[src/rtl/ifu_pkg.sv]
// Shared definitions for the instruction fetch unit: FSM state encoding and
// instruction-word field positions.
package ifu_pkg;

  localparam int INSTR_W = 32;
  localparam int OPC_MSB = 31;
  localparam int OPC_LSB = 27;

  typedef enum logic [1:0] {
    IFU_IDLE   = 2'd0,
    IFU_FETCH  = 2'd1,
    IFU_HOLD   = 2'd2,
    IFU_SQUASH = 2'd3
  } ifu_state_e;

endpackage : ifu_pkg

[src/rtl/ifu_perf_cnt.sv]
// Fetch-unit performance counters: completed transfers and discarded fetches.
// Both counters wrap at 16 bits. Only instantiated when IFU_PERF_CNT_EN is set.
module ifu_perf_cnt (
  input  logic        clk,
  input  logic        rst_n,
  input  logic        fetch_evt,
  input  logic        squash_evt,
  output logic [15:0] fetch_cnt,
  output logic [15:0] squash_cnt
);

  // Free-running event counters, wrap is intentional.
  always_ff @(posedge clk or negedge rst_n) begin
    if (!rst_n) begin
      fetch_cnt  <= '0;
      squash_cnt <= '0;
    end else begin
      if (fetch_evt)  fetch_cnt  <= fetch_cnt + 16'd1;
      if (squash_evt) squash_cnt <= squash_cnt + 16'd1;
    end
  end

endmodule : ifu_perf_cnt

[src/rtl/instr_fetch_unit.sv]
// Instruction fetch unit: fetches one word at a time from instruction memory,
// holds it for the opcode decoder, and follows redirects from execute.
// Optional build macro IFU_PERF_CNT_EN adds fetch_cnt/squash_cnt outputs.
//
// state  | meaning
// IDLE   | first cycle after reset, no request
// FETCH  | request at pc outstanding
// HOLD   | instruction offered to decoder
// SQUASH | redirected while a request was in flight; wait for ack, drop data
module instr_fetch_unit
  import ifu_pkg::*;
#(
  parameter int                ADDR_W   = 16,
  parameter logic [ADDR_W-1:0] RESET_PC = '0
) (
  input  logic               clk,
  input  logic               rst_n,
  output logic               imem_req,
  output logic [ADDR_W-1:0]  imem_addr,
  input  logic               imem_ack,
  input  logic [INSTR_W-1:0] imem_rdata,
  input  logic               redir_valid,
  input  logic [ADDR_W-1:0]  redir_addr,
  output logic               ir_valid,
  input  logic               ir_ready,
  output logic [INSTR_W-1:0] ir_instr,
  output logic [4:0]         ir_opcode,
`ifdef IFU_PERF_CNT_EN
  output logic [15:0]        fetch_cnt,
  output logic [15:0]        squash_cnt,
`endif
  output logic [ADDR_W-1:0]  ir_pc
);

  localparam logic [ADDR_W-1:0] PC_ONE = {{(ADDR_W-1){1'b0}}, 1'b1};

  ifu_state_e        state;
  logic [ADDR_W-1:0] pc;
  // Redirect target parked here during SQUASH so imem_addr stays stable.
  logic [ADDR_W-1:0] target;

  assign imem_req  = (state == IFU_FETCH) || (state == IFU_SQUASH);
  assign imem_addr = pc;
  assign ir_valid  = (state == IFU_HOLD) && !redir_valid;
  assign ir_opcode = ir_instr[OPC_MSB:OPC_LSB];

  // Fetch FSM: sequences requests, captures the instruction, applies redirects.
  always_ff @(posedge clk or negedge rst_n) begin
    if (!rst_n) begin
      state    <= IFU_IDLE;
      pc       <= RESET_PC;
      target   <= RESET_PC;
      ir_instr <= '0;
      ir_pc    <= '0;
    end else begin
      unique case (state)
        IFU_IDLE: begin
          state <= IFU_FETCH;
        end
        IFU_FETCH: begin
          if (imem_ack && !redir_valid) begin
            ir_instr <= imem_rdata;
            ir_pc    <= pc;
            pc       <= pc + PC_ONE;
            state    <= IFU_HOLD;
          end else if (imem_ack && redir_valid) begin
            pc    <= redir_addr;
            state <= IFU_FETCH;
          end else if (redir_valid) begin
            target <= redir_addr;
            state  <= IFU_SQUASH;
          end
        end
        IFU_SQUASH: begin
          // A redirect arriving together with the ack still wins.
          if (imem_ack) begin
            pc    <= redir_valid ? redir_addr : target;
            state <= IFU_FETCH;
          end else if (redir_valid) begin
            target <= redir_addr;
          end
        end
        IFU_HOLD: begin
          if (redir_valid) begin
            pc    <= redir_addr;
            state <= IFU_FETCH;
          end else if (ir_ready) begin
            state <= IFU_FETCH;
          end
        end
        default: begin
          state <= IFU_IDLE;
        end
      endcase
    end
  end

`ifdef IFU_PERF_CNT_EN
  logic fetch_evt;
  logic squash_evt;

  assign fetch_evt  = ir_valid && ir_ready;
  assign squash_evt = ((state == IFU_FETCH)  && imem_ack && redir_valid) ||
                      ((state == IFU_SQUASH) && imem_ack) ||
                      ((state == IFU_HOLD)   && redir_valid);

  ifu_perf_cnt u_perf_cnt (
    .clk        (clk),
    .rst_n      (rst_n),
    .fetch_evt  (fetch_evt),
    .squash_evt (squash_evt),
    .fetch_cnt  (fetch_cnt),
    .squash_cnt (squash_cnt)
  );
`endif

endmodule : instr_fetch_unit

[config.mk]
export PLATFORM = sky130hd
export DESIGN_NAME = instr_fetch_unit
export DESIGN_NICKNAME = d
export VERILOG_FILES = /design/src/rtl/ifu_pkg.sv /design/src/rtl/ifu_perf_cnt.sv /design/src/rtl/instr_fetch_unit.sv
export SDC_FILE = /design/constraint.sdc
export NUM_CORES = 1
export LEC_CHECK = 0
export CAP_MARGIN = 20
export CORE_ASPECT_RATIO = 1.2
export CORE_MARGIN = 2
export CORE_UTILIZATION = 23
export DETAILED_ROUTE_END_ITERATION = 8
export PLACE_DENSITY = 0.54
export SLEW_MARGIN = 10
export SYNTH_ARGS = -nofsm -noshare
export SYNTH_HDL_FRONTEND = slang
export SYNTH_HIERARCHICAL = 1
export SYNTH_SLANG_ARGS = --single-unit
[constraint.sdc]
create_clock -name clk -period 1.9 [get_ports clk]
set_input_delay 0.38 -clock clk [delete_from_list [all_inputs] [get_ports clk]]
set_output_delay 0.38 -clock clk [all_outputs]
set_load 0.01 [all_outputs]
==> run summary <==
The most used flip-flop cell after synthesis is dfrtp_1. The synthesized design contains 0 enable-type register cells. The die covers 18,290 um2. For the summed instance area of the synthesized netlist, the log shows 3960 um2. The placer's final routability congestion estimate is 0.8331, and the number of max-slew violations in the final report is 0.

At the end of the flow, the number of nets in the layout was 546. Number of endpoints with negative hold slack in the final report: 0. From left edge to right edge, the die measures 123.8 um. After floorplanning, the core was sized to cover 16,850 um2.

Setup repair after global routing left no endpoint under its margin. After detailed routing, the average wire length per cell comes to 15.22 um. The number of design rule violations left after detail routing is 0.

The internal power contribution came out at 5.046 mW. The iteration-0 DRC count of the detailed router was 184. The number of sinks on the clock net was 82. Counting every net in the synthesized netlist gives 389. Setup violations remaining at the end of the flow were counted as 0. Buffers placed on the I/O ports in this run total 123. The count of distinct cell types in the synthesized netlist is 51.

Synthesis handed over a netlist of 335 instances. The share of post-route cells with drive strength above 1 is 27.42%, and the initial core utilization is 23.50%. At the worst endpoint, the arrival time is 1460 ps.

The switching power share of the total works out to 29.45%. The path class of the tightest hold or removal check is reg2reg. By area the synthesized netlist is led by dfrtp_1, mux2_2, o21ai_0. For the worst setup path, the data required time is 1520 ps. The first TritonRoute pass finished after 4 iterations. After floorplanning, the core was divided into 52 placement rows. The run gives 3,242 as the via count of the first global-routing pass. On the final layout, the worst hold slack is 480.7 ps.

Across the VDD grid, the largest voltage drop is 0.3667 mV. For the total inserted antenna cells, the log shows 0. Summed over all nets, the half-perimeter wirelength after detailed placement is 8.250 mm.

The final period demand of the worst path was 1841 ps. For this block, the routed nets add up to 10.84 mm of wire. The total of max-cap violations came out at 0.

Global routing finished with a remaining overflow of 0. The layout overhead on the synthesized area works out to 50.96%. The switching power summed over all nets was 2.106 mW.

The worst setup path is launched from a flip-flop. TritonCTS built the clock tree. The tools report the normalized max-slew margin as 69.17%. The post-route clock period utilization was 96.90%; the power share of the clock group was 24.0%. The biggest area contributor in the post-synthesis netlist is dfrtp_1. The per-cell via count in the routed design was 4.496; the leakage dissipation was 2.456 nW.

The maximum buffer depth of the clock tree was 2. Summing over every cut layer, the via total after detailed routing is 3,201. Yosys printed 6 warnings. The run gives 16.97 mm as the global-route wire length before repair.

Of the synthesized area, sequential elements account for 51.82%. For the final database, setup skew stands at 8.275 ps. The number of CTS-inserted buffers was 9. 124 I/O pins were placed. The H-tree generated during clock tree synthesis spans 3 levels. For this design the ratio of total power to cell area is 1196 nW/um2.

The clock-pin slew of the registers on the worst-case setup and hold paths came out at 60 ps. The worst setup path is captured at an output port. Entering global routing, the biggest net connects 40 pins. Counting flops with an async set or reset pin after synthesis yields a share of 100.0%. The initial antenna violation count is 0. The run finished with clean final reports.

The class of the most critical setup path was reg2out. The floorplan step set the die height to 147.7 um. The share of total power dissipated in sequential elements is 37.5%.

The part of the power in combinational logic was 38.5%. The slew at the pin closest to its max-slew limit came out at 458.2 ps. For the worst-skew pair, the clock arrives at the later sink with an insertion delay of 340 ps.

The logs give 35.48% for the share of the core filled with cells in the final layout and 12.15% for the total routing usage reported by global routing. Clock tree synthesis selected as its root buffer the cell clkbuf_16. For this run, the top clock speed supported by timing is 0.5432 GHz. The synthesized area per cell is 11.82 um2.

Once detail routing completed, the nets flagged for antenna violations numbered 0. Along the worst path, the maximum fanout reaches 11. The top cell type's share of synthesized area is 51.82%. Synthesis inferred 82 register bits.
[layout by cell type (no fill, tap or decap), types with 3 or more instances in the layout]
cell             synthesis  layout
mux2_2                  64      64
o221ai_1                 4       4
mux2i_1                  5       5
xnor2_1                  4       4
nor2_1                  14      14
a2bb2oi_1                3       3
nand2b_1                 3       3
a21oi_1                 11      11
nand4_1                  5       5
o32ai_1                  3       3
nor3_1                   4       4
o21ai_0                 19      19
nor2b_1                  4       4
o21bai_1                 3       3
nand2_1                 21      21
nor4_1                   3       3
clkdlybuf4s50_1          0     120
a31oi_1                  3       3
or3_1                    3       3
nand3_1                  7       7
a22o_1                   3       3
inv_1                    4       4
clkbuf_16                0       9
buf_4                    5      47
dfrtp_1                 82      80
o21a_1                   3       3
o221a_2                  6       6
[metal layers]
metal  share of wire (%)  track usage, %  routed length (um)  vias to the layer above
met1                  43           14.91                4714                     1545
li1                    -               -                   -                     1543
met2                  49           20.36                5344                       99
met5                   0               0                   0                        -
met4                 1.9           5.455                 203                        0
met3                 5.3           2.431                 575                       14
[layout make-up]
cell class / count / area (um2)
clock buffer: 12 / 246.5
clock inverter: 3 / 40.04
fill: 1653 / 10870
inverter: 4 / 15.01
multi-input combinational: 223 / 1730
sequential: 82 / 2054
tap: 216 / 270.3
timing repair buffer: 172 / 1622
[what timing repair did]
action	4_1_cts	5_1_grt
hold buffers	1	0
buffers inserted	1	0
gates resized for setup	4	0
setup endpoints to repair	2	0
endpoints found under the hold margin	6	0
[path summary, 6_finish.rpt]
| path | start | endpoint | depth (start not counted) | slack [ps] |
|---|---|---|---|---|
| min in group asynchronous | rst_n | ir_instr[6]$_DFFE_PN0N_ | 2 | 530 |
| max in group asynchronous | rst_n | state[1]$_DFFE_PN0P_ | 3 | 750 |
| min | ir_pc[12]$_DFFE_PN0N_ | ir_pc[12]$_DFFE_PN0N_ | 2 | 480 |
| max | state[0]$_DFFE_PN0P_ | imem_req | 2 | 60 |
| max reg2reg | state[0]$_DFFE_PN0P_ | imem_addr[7]$_DFFE_PN0P_ | 6 | 160 |
| min reg2reg | ir_pc[12]$_DFFE_PN0N_ | ir_pc[12]$_DFFE_PN0N_ | 2 | 480 |
[power groups by stage]
stage / Sequential (mW) / Clock [mW] / Combinational [mW]
after floorplan: 2.91 / 0 / 0.985
after global placement: 2.70 / 0 / 2.76
after detailed placement: 2.72 / 0 / 2.78
after CTS: 2.69 / 1.80 / 2.80
after global routing: 2.76 / 1.87 / 2.99
final: 2.68 / 1.72 / 2.75
[kinds of logic after synthesis]
| logic type | after synthesis | synth area share (%) |
|---|---|---|
| DFF | 82 | 51.82 |
| muxes | 69 | 19.46 |
| adders and majority gates | 1 | 0.3159 |
| AOI/OAI and AO/OA | 72 | 12.92 |
| buffers and inverters | 30 | 4.486 |
| and+or+nand+nor | 75 | 9.669 |
| xor gates and xnor gates | 6 | 1.327 |
[critical path, cell delays in order (launching register included)]
cell	delay, ps
dfrtp_2	380
buf_4	180
clkdlybuf4s50_1	560
[registers in the layout, summed over array words and instances (netlist names)]
signal and cells:
ir_pc 16, ir_instr 32, state 2, target 16, imem_addr 16
[metrics by stage]
| step | cell area (um2) | setup TNS [ps] | setup WS [ps] | cells | power, mW |
|---|---|---|---|---|---|
| 3_5_place_dp | 5674 | -15730 | -298.7 | 695 | 5.509 |
| 2_1_floorplan | 3960 | 0 | 252.8 | 335 | 3.894 |
| 4_1_cts | 5978 | 0 | 44.07 | 712 | 7.287 |
| 3_3_place_gp | 5674 | -13950 | -268.7 | 695 | 5.458 |
| 6_report | 5978 | 0 | 58.93 | 712 | 7.152 |
| 5_1_grt | 5978 | 0 | 10.30 | 712 | 7.618 |
[synthesized netlist by cell type (4+ instances only)]
cell      number
nor2_1        14
nor2b_1        4
mux2i_1        5
o221a_2        6
nand2_1       21
nor3_1         4
o221ai_1       4
inv_1          4
a21oi_1       11
mux2_2        64
buf_2          7
o21ai_0       19
nand4_1        5
xnor2_1        4
nand3_1        7
buf_4          5
dfrtp_1       82
buf_6          5
clkbuf_1       9
Note: power is estimated with default switching activity, not from simulation.
